[config.mk]
export PLATFORM = sky130hd
export DESIGN_NAME = if_id_fetch_queue
export DESIGN_NICKNAME = d
export VERILOG_FILES = /design/src/rtl/if_id_fetch_queue.sv
export SDC_FILE = /design/constraint.sdc
export NUM_CORES = 1
export LEC_CHECK = 0
export ABC_AREA = 1
export CAP_MARGIN = 5
export CORE_MARGIN = 8
export CORE_UTILIZATION = 40
export CTS_CLUSTER_SIZE = 30
export DETAILED_ROUTE_END_ITERATION = 6
export RECOVER_POWER = 25
export SETUP_SLACK_MARGIN = 0.3
export SLEW_MARGIN = 20
export SYNTH_ARGS = -nofsm -noshare
export SYNTH_HDL_FRONTEND = slang
export SYNTH_SLANG_ARGS = --single-unit
[constraint.sdc]
create_clock -name clk -period 3.9 [get_ports clk]
set_input_delay 0.39 -clock clk [delete_from_list [all_inputs] [get_ports clk]]
set_output_delay 0.39 -clock clk [all_outputs]
set_load 0.005 [all_outputs]
[src/rtl/if_id_fetch_queue.sv]
// rtl/if_id_fetch_queue.sv - IF/ID decoupling queue of {PC+4, instruction} pairs with branch flush
module if_id_fetch_queue #(
    parameter int DEPTH = 4,
    parameter int CNT_W = $clog2(DEPTH + 1)
) (
    input  logic             clk,
    input  logic             rst,
    input  logic             if_valid,
    input  logic [31:0]      if_PC,
    input  logic [31:0]      if_Instruction,
    output logic             if_ready,
    input  logic             id_stall,
    input  logic             flush,
    output logic             id_valid,
    output logic [31:0]      id_PC,
    output logic [31:0]      id_Instruction,
    output logic [CNT_W-1:0] count
);
    localparam int PTR_W = $clog2(DEPTH);

    logic [63:0]      entry [DEPTH];
    logic [PTR_W-1:0] rd_ptr;
    logic [PTR_W-1:0] wr_ptr;
    logic             push;
    logic             pop;

    assign if_ready = (count != CNT_W'(DEPTH));
    assign id_valid = (count != '0);
    assign push     = if_valid & if_ready & ~flush;
    assign pop      = id_valid & ~id_stall & ~flush;

    // Show-ahead head; zeroed when empty since stale entries are never cleared
    assign id_PC          = id_valid ? entry[rd_ptr][63:32] : 32'd0;
    assign id_Instruction = id_valid ? entry[rd_ptr][31:0]  : 32'd0;

    always_ff @(posedge clk) begin
        if (!rst && push) begin
            entry[wr_ptr] <= {if_PC, if_Instruction};
        end
    end

    always_ff @(posedge clk) begin
        if (rst) begin
            rd_ptr <= '0;
            wr_ptr <= '0;
            count  <= '0;
        end else if (flush) begin
            rd_ptr <= wr_ptr;
            count  <= '0;
        end else begin
            if (push) begin
                wr_ptr <= wr_ptr + PTR_W'(1);
            end
            if (pop) begin
                rd_ptr <= rd_ptr + PTR_W'(1);
            end
            if (push && !pop) begin
                count <= count + CNT_W'(1);
            end else if (pop && !push) begin
                count <= count - CNT_W'(1);
            end
        end
    end
endmodule

==> results.toml <==
[grt]
grt-ovfl-total = 0
grt_pass1_vias = 6600
grt_first_pass_wirelength_mm = 35.6
grt_max_degree = 69
antenna_found_initial = 1
grt_use_total_pct = 14.4

[setup_path]
critPathCaptureType = "output port"
critPathArrivalTime_ps = 2760
worstPathRequired_ps = 3510
worstSetupPathType = "reg -> out"
critPathLaunchType = "flop"
crit_fanout = 59

[pwr]
comb_power_share_pct = 9.0
power.share.switching_pct = 21.6
p_seq_share_pct = 52.1
p_clk_share_pct = 38.8
power_density_mw_per_mm2 = 475
peakVddDrop_v = 0.000342
p_sw_w = 0.00132
p_leak_nw = 4.32
internal_power_w = 0.00480

[timing]
max_freq_mhz = 318
tightest_slew_ps = 920
rsz0062_at_grt = "no"
setup_viol = 0
setup_ws_ps = 753
finalCritPeriodShare_pct = 80.7
slew-limit-headroom_pct = 38.6
fin_crit_ps = 3150
slew_violations = 0
clock-skew-final_ps = 10.8
hold_violations = 0

[placed_design]
dp_cells = 1268
port-buffer-count = 137
gp_congestion = 0.717
post-dp-hpwl_mm = 13.2
pre_cts_ws_ps = 1240

[cells_and_area]
utilization_pct = 50.0
drive_gt1_share_pct = 6.01
nets = 1037
syn_to_final_growth_pct = 23.9
stdcell_count = 1318

[clock_tree]
htree_levels = 1
holdBufCountCts = 0
cts_tree = "built"
clk_pin_slew_worst_paths_ps = 60
cts_resized = 0
cts-root-buf = "clkbuf_16"
cts_setup_buffers = 0
clkLatencyLatePin_ps = 520
cts.sinks = 265
clockBufferDepth = 3
cts_buffers = 27

[yosys]
yosys_warnings = 0
ys_types = 18
mappedNetlistArea_mm2 = 0.0104
ys_ff_latch = 265
syn_area_per_cell_um2 = 12.6
yosysSeqAreaShare_pct = 75.5
synth.net_count = 901
postSynthCellCount = 826

[floorplan]
die_h_um = 177
row_count = 59
ios = 138
core_area_mm2 = 0.0258
die-area_mm2 = 0.0315
dieWidth_um = 177
start_util_pct = 40.3

[flow_run]
max-cap-violations = 0

[route]
drc = 0
wl_per_cell_um = 17.4
wl_mm = 22.9
firstDrtPassIters = 4
vias = 6471
drtIter0Drc = 490
routed_via_density = 4.91
final_antenna_net_count = 0

[worst_hold_path]
hold_path_class = "in -> reg"

[run_status]
status = "finished clean"
## power by group through the flow
stage | Sequential [W] | Combinational [W] | Clock, W
CTS | 0.00319 | 0.000575 | 0.00244
floorplan | 0.00324 | 0.000277 | 0
finish | 0.00319 | 0.000553 | 0.00238
detailed placement | 0.00325 | 0.000571 | 0
global placement | 0.00325 | 0.000566 | 0
global route | 0.00320 | 0.000618 | 0.00255
## per-stage QoR
step / setup TNS [ps] / power, W / cell area, um2 / hold slack [ps]
3_5_place_dp: 0 / 0.00383 / 12100 / 507
3_3_place_gp: 0 / 0.00382 / 12100 / 507
2_1_floorplan: -35190 / 0.00352 / 10400 / 468
6_report: 0 / 0.00613 / 12900 / 506
4_1_cts: 0 / 0.00621 / 12900 / 480
5_1_grt: 0 / 0.00637 / 12900 / 503
## metal layers
metal  vias up  wire, um  GRT usage (%)  share of wire [%]
li1       3181         -              -                  -
met1      3100     10100           18.4                 44
met2       163     11100           24.6                 48
met3        27      1380           2.98                6.0
met4         0       336           3.72                1.5
met5         -         0              0                  0
## worst paths after layout
| path | startpoint | to | slack, ps | depth (start not counted) |
|---|---|---|---|---|
| max | flop | id_PC[6] | 750 | 6 |
| min | rst | flop | 510 | 2 |
| max reg2reg | count[0]$_SDFFE_PP0P_ | entry[2][6]$_DFFE_PP_ | 1770 | 7 |
| min reg2reg | rd_ptr[1]$_SDFFE_PP0N_ | flop | 520 | 2 |
## area by class of cell
| cell class | instances | area, um2 |
|---|---|---|
| Antenna cell | 1 | 2.50 |
| Clock buffer | 32 | 694 |
| Clock inverter | 17 | 121 |
| Fill cell | 2245 | 12900 |
| Inverter | 19 | 72.6 |
| Multi-Input combinational cell | 495 | 2210 |
| Sequential cell | 265 | 7870 |
| Tap cell | 335 | 419 |
| Timing Repair Buffer | 154 | 1510 |
## registers in the layout (all words and copies together), names as in the netlist, named ones only
| signal | cells |
|---|---|
| wr_ptr | 2 |
| rd_ptr | 2 |
| entry | 256 |
| count | 3 |
## layout by cell type, fill, tap and decap left out, types with 7 or more instances in the layout
master / synthesis / layout
a21oi_1: 67 / 67
o21ai_0: 121 / 121
nand2_1: 15 / 15
o21ai_1: 10 / 10
clkinv_1: 0 / 11
dfxtp_1: 9 / 7
nor2_1: 269 / 265
clkbuf_16: 0 / 27
inv_1: 16 / 16
clkdlybuf4s50_1: 0 / 99
buf_4: 5 / 16
edfxtp_1: 256 / 256
dlygate4sd3_1: 0 / 38
## synth_stat cells
library cell  instances  share of area (%)
nor2_1              269                9.7
edfxtp_1            256                 74
o21ai_0             121                5.8
a21oi_1              67                3.2
inv_1                16               0.58
nand2_1              15               0.54
buf_2                14               0.67
clkbuf_1             14               0.50
buf_6                11                1.2
o21ai_1              10               0.48
dfxtp_1               9                1.7
buf_4                 5               0.36
ha_1                  5               0.60
nand3_1               5               0.24
buf_1                 3               0.11
inv_2                 3               0.11
xor2_1                2               0.17
fa_1                  1               0.19
## logic make-up after synthesis
| logic type | after synthesis | share of synthesized area (%) |
|---|---|---|
| buf+inv | 66 | 3.52 |
| compound gates | 198 | 9.51 |
| flops | 265 | 75.5 |
| xor+xnor | 2 | 0.168 |
| fa+ha+maj | 6 | 0.793 |
| simple gates | 289 | 10.5 |
## worst max-delay path: stages (launching register included)
cell and delay (ps):
dfxtp_4 780, buf_4 370, nor2_1 90, nor2_1 100, o21ai_0 110, a21oi_1 250, clkdlybuf4s50_1 540
Note: power is estimated with default switching activity, not from simulation.
